### config.mk
export PLATFORM = sky130hd
export DESIGN_NAME = simpleuart_tx_arbiter
export DESIGN_NICKNAME = d
export VERILOG_FILES = /design/src/rtl/simpleuart_tx_arbiter.sv
export SDC_FILE = /design/constraint.sdc
export NUM_CORES = 1
export LEC_CHECK = 0
export ABC_CLOCK_PERIOD_IN_PS = 1400
export CAP_MARGIN = 20
export CELL_PAD_IN_SITES_DETAIL_PLACEMENT = 1
export CELL_PAD_IN_SITES_GLOBAL_PLACEMENT = 2
export CORE_MARGIN = 4
export CORE_UTILIZATION = 20
export CTS_CLUSTER_DIAMETER = 60
export CTS_CLUSTER_SIZE = 24
export DETAILED_ROUTE_END_ITERATION = 10
export PLACE_DENSITY = 0.82
export SLEW_MARGIN = 5
export SYNTH_ARGS = -nofsm -noshare
export SYNTH_HDL_FRONTEND = slang
export SYNTH_SLANG_ARGS = --single-unit
### constraint.sdc
create_clock -name clk -period 1.4 [get_ports clk]
set_input_delay 0.35 -clock clk [delete_from_list [all_inputs] [get_ports clk]]
set_output_delay 0.35 -clock clk [all_outputs]
set_load 0.02 [all_outputs]
### src/rtl/simpleuart_tx_arbiter.sv
// simpleuart_tx_arbiter
// Shares the simpleuart transmit data register between two byte requesters and
// owns the baud divider register. After reset the default divider is written
// once; later divider updates arrive on div_cfg_*. Bytes are round-robined into
// the UART and each write is held until the core drops reg_dat_wait.
//
// Optional feature: define UART_ARB_PKT_LOCK_EN to keep the grant on one
// requester until it sends a byte with *_last set (divider updates are held
// off while a packet is open). Without it *_last is ignored and locked is 0.
//
// Ports:
//   clk, resetn            clock, asynchronous active-low reset
//   reqN_valid/data/last   requester N byte stream (N = 0, 1)
//   reqN_ready             combinational; byte taken on valid && ready
//   div_cfg_valid/data     divider update request
//   div_cfg_ready          combinational; update taken on valid && ready
//   reg_div_we/di          UART divider register write port
//   reg_dat_we/di          UART data register write port
//   reg_dat_wait           UART busy; data write completes when low
//   busy                   controller not idle
//   grant_id               requester of the last accepted byte
//   locked                 packet lock active
module simpleuart_tx_arbiter #(
    parameter logic [31:0] DEFAULT_DIV = 32'd104
) (
    input  logic        clk,
    input  logic        resetn,
    input  logic        req0_valid,
    input  logic [7:0]  req0_data,
    input  logic        req0_last,
    output logic        req0_ready,
    input  logic        req1_valid,
    input  logic [7:0]  req1_data,
    input  logic        req1_last,
    output logic        req1_ready,
    input  logic        div_cfg_valid,
    input  logic [31:0] div_cfg_data,
    output logic        div_cfg_ready,
    output logic [3:0]  reg_div_we,
    output logic [31:0] reg_div_di,
    output logic        reg_dat_we,
    output logic [31:0] reg_dat_di,
    input  logic        reg_dat_wait,
    output logic        busy,
    output logic        grant_id,
    output logic        locked
);

    localparam int unsigned DW = 32;
    localparam int unsigned BW = 8;

    typedef enum logic [1:0] {INIT, IDLE, ISSUE, CFG} state_t;

    state_t          state, state_n;
    logic [3:0]      reg_div_we_n;
    logic [DW-1:0]   reg_div_di_n;
    logic            reg_dat_we_n;
    logic [DW-1:0]   reg_dat_di_n;
    logic            busy_n;
    logic            grant_id_n;
    logic            rr_last, rr_last_n;
    logic            locked_q;

    logic            win_id;
    logic            win_valid;
    logic [BW-1:0]   win_byte;
    logic            cfg_sel;
    logic            data_sel;

`ifdef UART_ARB_PKT_LOCK_EN
    logic            locked_n;
    logic            win_last;
    assign win_last = win_id ? req1_last : req0_last;
`else
    assign locked_q = 1'b0;
    logic unused_last;
    assign unused_last = &{1'b0, req0_last, req1_last};
`endif

    assign locked = locked_q;

    // Data source selection: locked owner only, else round-robin on ties.
    always_comb begin
        win_id    = 1'b0;
        win_valid = 1'b0;
        if (locked_q) begin
            win_id    = grant_id;
            win_valid = grant_id ? req1_valid : req0_valid;
        end else if (req0_valid && req1_valid) begin
            win_id    = ~rr_last;
            win_valid = 1'b1;
        end else begin
            win_id    = req1_valid;
            win_valid = req0_valid | req1_valid;
        end
    end

    assign win_byte      = win_id ? req1_data : req0_data;
    assign cfg_sel       = (state == IDLE) && div_cfg_valid && !locked_q;
    assign data_sel      = (state == IDLE) && !cfg_sel && win_valid;
    assign div_cfg_ready = cfg_sel;
    assign req0_ready    = data_sel && !win_id;
    assign req1_ready    = data_sel && win_id;

    // Next-state and registered-output logic.
    always_comb begin
        state_n      = state;
        reg_div_we_n = 4'h0;
        reg_div_di_n = reg_div_di;
        reg_dat_we_n = reg_dat_we;
        reg_dat_di_n = reg_dat_di;
        grant_id_n   = grant_id;
        rr_last_n    = rr_last;
`ifdef UART_ARB_PKT_LOCK_EN
        locked_n     = locked_q;
`endif
        case (state)
            INIT: begin
                reg_div_we_n = 4'hF;
                reg_div_di_n = DEFAULT_DIV;
                state_n      = IDLE;
            end
            IDLE: begin
                if (cfg_sel) begin
                    reg_div_we_n = 4'hF;
                    reg_div_di_n = div_cfg_data;
                    state_n      = CFG;
                end else if (data_sel) begin
                    reg_dat_we_n = 1'b1;
                    reg_dat_di_n = {(DW-BW)'(0), win_byte};
                    grant_id_n   = win_id;
                    rr_last_n    = win_id;
`ifdef UART_ARB_PKT_LOCK_EN
                    locked_n     = !win_last;
`endif
                    state_n      = ISSUE;
                end
            end
            ISSUE: begin
                // Write completes on the edge where the core is not busy.
                if (!reg_dat_wait) begin
                    reg_dat_we_n = 1'b0;
                    state_n      = IDLE;
                end
            end
            CFG: begin
                state_n = IDLE;
            end
        endcase
        busy_n = (state_n != IDLE);
    end

    // State and output registers.
    always_ff @(posedge clk or negedge resetn) begin
        if (!resetn) begin
            state      <= INIT;
            reg_div_we <= 4'h0;
            reg_div_di <= '0;
            reg_dat_we <= 1'b0;
            reg_dat_di <= '0;
            busy       <= 1'b0;
            grant_id   <= 1'b0;
            rr_last    <= 1'b1;
`ifdef UART_ARB_PKT_LOCK_EN
            locked_q   <= 1'b0;
`endif
        end else begin
            state      <= state_n;
            reg_div_we <= reg_div_we_n;
            reg_div_di <= reg_div_di_n;
            reg_dat_we <= reg_dat_we_n;
            reg_dat_di <= reg_dat_di_n;
            busy       <= busy_n;
            grant_id   <= grant_id_n;
            rr_last    <= rr_last_n;
`ifdef UART_ARB_PKT_LOCK_EN
            locked_q   <= locked_n;
`endif
        end
    end

endmodule

==> metrics.txt <==
result of the run complete, but fails checks; failing checks setup timing; number of H-tree levels 2; total placed instance area 3400 um2; TritonCTS clock tree done; # IOs 131; CP Launch Type register; fraction of layout instances using a drive strength above 1 29.4%; die boundary width 111 um; mean cell area of the mapped netlist 13.0 um2; all-layer global routing usage 11.9%; global-route wire length before repair 11600 um; number of antenna violations at the first check in global routing 0; WS Path Type register to output pin; antenna-violating nets left 0; maximum operating frequency 0.553 GHz; DIE HEIGHT 111 um; number of vias per cell 4.20; number of buffers created by CTS 5; ratio of total power to cell area 2080 nW/um2; compound-cell area share of the yosys netlist 20.6%; gp weighted congestion 0.731; capturing instance or port of the critical path req0_ready; Final WS setup -0.407 ns; worst skew pair latency 0.30 ns; part of the Yosys area used for sequential elements 55.1%; Port Buffer Count 103; Top FF cell, synth dfrtp_1; standard-cell rows 37; VDD IR max 0.000611 V; layout overhead on the synthesized area 80.7%; final WL 7530 um; parity-gate share of the synthesized area counting xor and xnor cells 0%; clock tree skew after final layout 0.00718 ns; number of synthesized flops with an enable pin 0; Critical path origin rr_last; cell at the root of the clock tree clkbuf_8; mux share of post-synthesis cell area 4.16%; Reg2Reg Capture Point reg_div_di[1]; synth unique cells 36; leakage power figure 1.81 nW; r2r setup slk -0.23 ns; number of max-slew violations in the final report 0; Total Power Consumption 8.02 mW; critical path data arrival time 1.46 ns; effective utilization at floorplan 20.6%; Worst Path Required 1.05 ns; final net count 368; combinational family with the most area after synthesis compound AO/OA/AOI/OAI gates; post-layout minimum cycle time 1.81 ns; warning count from the yosys run 0; instance count of the mapped netlist 165; total DRC errors in the routed layout 0; Critical Path Sink Type output pin; Post-synth ARST share 100%; number of buffers on the longest clock path 2; per-cell routed wire length 16.9 um; final setup violating endpoints 47; DR vias 1875; Worst Hold Depth 1; max cap viols 0; simple-gate portion of the synthesized area 5.50%; antenna diode count 0; unrepaired setup endpoints after global routing true; total number of clock tree sinks 47; Hold Fails Final Rpt 0; worst hold slack after final layout 0.487 ns; iteration count of the initial detailed-routing pass 4; final instance area 3860 um2; Reg-to-Reg Start state[1]; starting DRC count in detailed routing 38; post-synthesis sequential element count 47; Core Area 10400 um2; pin count of the biggest net entering global routing 32; arithmetic-cell share of the synthesized area counting full adders, half adders and majority gates 1.76%; total half-perimeter wirelength after legalization and detailed placement 5130 um; Largest stage delay, worst path 0.57 ns; path type of the worst min-delay path register to register; Syn Std Cell Area 2140 um2; Final period util 129%; Overflow after GRT 0; list of cells traversed by the critical path a21boi_4 > nor4_4 > buf_4; crit path max-delay cell type dfstp_2; vias in the first global route 2049; worst-path maximum fanout 2; area of the die 12400 um2; Reg2Reg Depth 10; clock edge transition at the registers on the reported setup and hold paths 0.09 ns
## synthesized netlist by cell type, types with 2 or more instances
library cell	n	area share [%]
and3_1	5	1.5
inv_1	3	0.53
a22o_1	29	12
buf_6	2	1.1
dfrtp_1	46	54
o21ai_0	3	0.70
o22a_1	3	1.2
buf_2	4	0.94
a21o_1	3	1.1
inv_2	2	0.35
ha_1	3	1.8
a21oi_1	2	0.47
mux2_4	3	2.1
a221o_1	5	2.3
mux2_2	3	1.6
nor2_1	2	0.35
buf_4	28	9.8
## cell type report
cell class,count,area (um2)
timing repair buffer,146,1500
inverter,5,26.3
fill,1153,6510
clock inverter,2,16.3
tap,136,170
sequential,47,1180
clock buffer,6,82.6
multi-input combinational,104,887
## how the worst min path moves through the flow
stage                        startpoint              to  slack (ns)
after global routing           grant_id        grant_id        0.51
after CTS                 reg_div_di[5]   reg_div_di[5]        0.51
after detailed placement         resetn  reg_div_di[21]        0.33
final                          grant_id        grant_id        0.49
after global placement           resetn  reg_div_di[21]        0.33
after floorplan                  resetn            busy        0.05
## flip-flops by register name (all words and copies together) (netlist names)
signal      flops
state           2
reg_div_we      1
grant_id        1
rr_last         1
busy            1
reg_div_di     32
reg_dat_di      8
reg_dat_we      1
## through the flow
step | std cells | setup TNS [ns] | utilization (%) | setup WS [ns]
floorplan | 189 | -0.476 | - | -0.130
global placement | 418 | -21.08 | 32.8 | -0.946
detailed placement | 418 | -22.07 | 32.8 | -0.983
CTS | 444 | -8.84 | 36.7 | -0.427
global route | 446 | -11.25 | 37.2 | -0.463
finish | 446 | -9.07 | 37.2 | -0.407
## layer usage
layer	vias up	GRT usage, %	share of wire (%)
met1	953	14.3	41
met2	74	21.4	53
met3	2	2.45	5.7
met5	-	0	0
li1	846	-	-
met4	0	3.16	0.72
## where the power goes
group          internal (mW)  leakage (nW)  total (mW)  switching [mW]
combinational           2.50          1.18        4.83            2.33
clock                  0.405        0.0474       0.903           0.499
sequential              1.94         0.582        2.28           0.342
total                   4.85          1.81        8.02            3.17
## cells in the final DEF (no fill, tap or decap), types with 2 or more instances in the layout
| master | instances |
|---|---|
| buf_8 | 2 |
| buf_6 | 14 |
| dfrtp_1 | 46 |
| a221o_1 | 5 |
| o22a_1 | 3 |
| ha_4 | 2 |
| and3_4 | 3 |
| and3_1 | 2 |
| a22o_1 | 29 |
| conb_1 | 25 |
| inv_4 | 3 |
| nor2_1 | 2 |
| buf_4 | 21 |
| a21o_1 | 3 |
| buf_12 | 5 |
| dlygate4sd2_1 | 17 |
| a21oi_2 | 2 |
| clkdlybuf4s50_1 | 49 |
| clkdlybuf4s15_1 | 25 |
| clkdlybuf4s15_2 | 5 |
| mux2_4 | 6 |
| inv_2 | 2 |
| o21ai_4 | 2 |
| buf_16 | 2 |
| clkbuf_2 | 3 |
| clkbuf_8 | 6 |
## critical path, delay by kind of cell (launching register included)
family / cells / cell delay (ns)
buffers and inverters: 1 / 0.20
AO/OA/AOI/OAI: 1 / 0.07
AND/OR/NAND/NOR: 1 / 0.32
flip-flops: 1 / 0.57
## logic make-up after synthesis
logic type,count (synthesis)
compound gates,51
flops,47
buf+inv,39
simple gates,17
mux,7
fa+ha+maj,3
other cells,1
## timing repair
| item | 4_1_cts | 5_1_grt |
|---|---|---|
| resized for setup | 106 | 46 |
| endpoints found under the hold margin | 7 | 0 |
| buffers inserted | 11 | 9 |
| pin swaps | 22 | 16 |
| cloned | 6 | 1 |
| hold buffers | 1 | 0 |
| endpoints found under the setup margin | 93 | 74 |
Note: power is estimated with default switching activity, not from simulation.
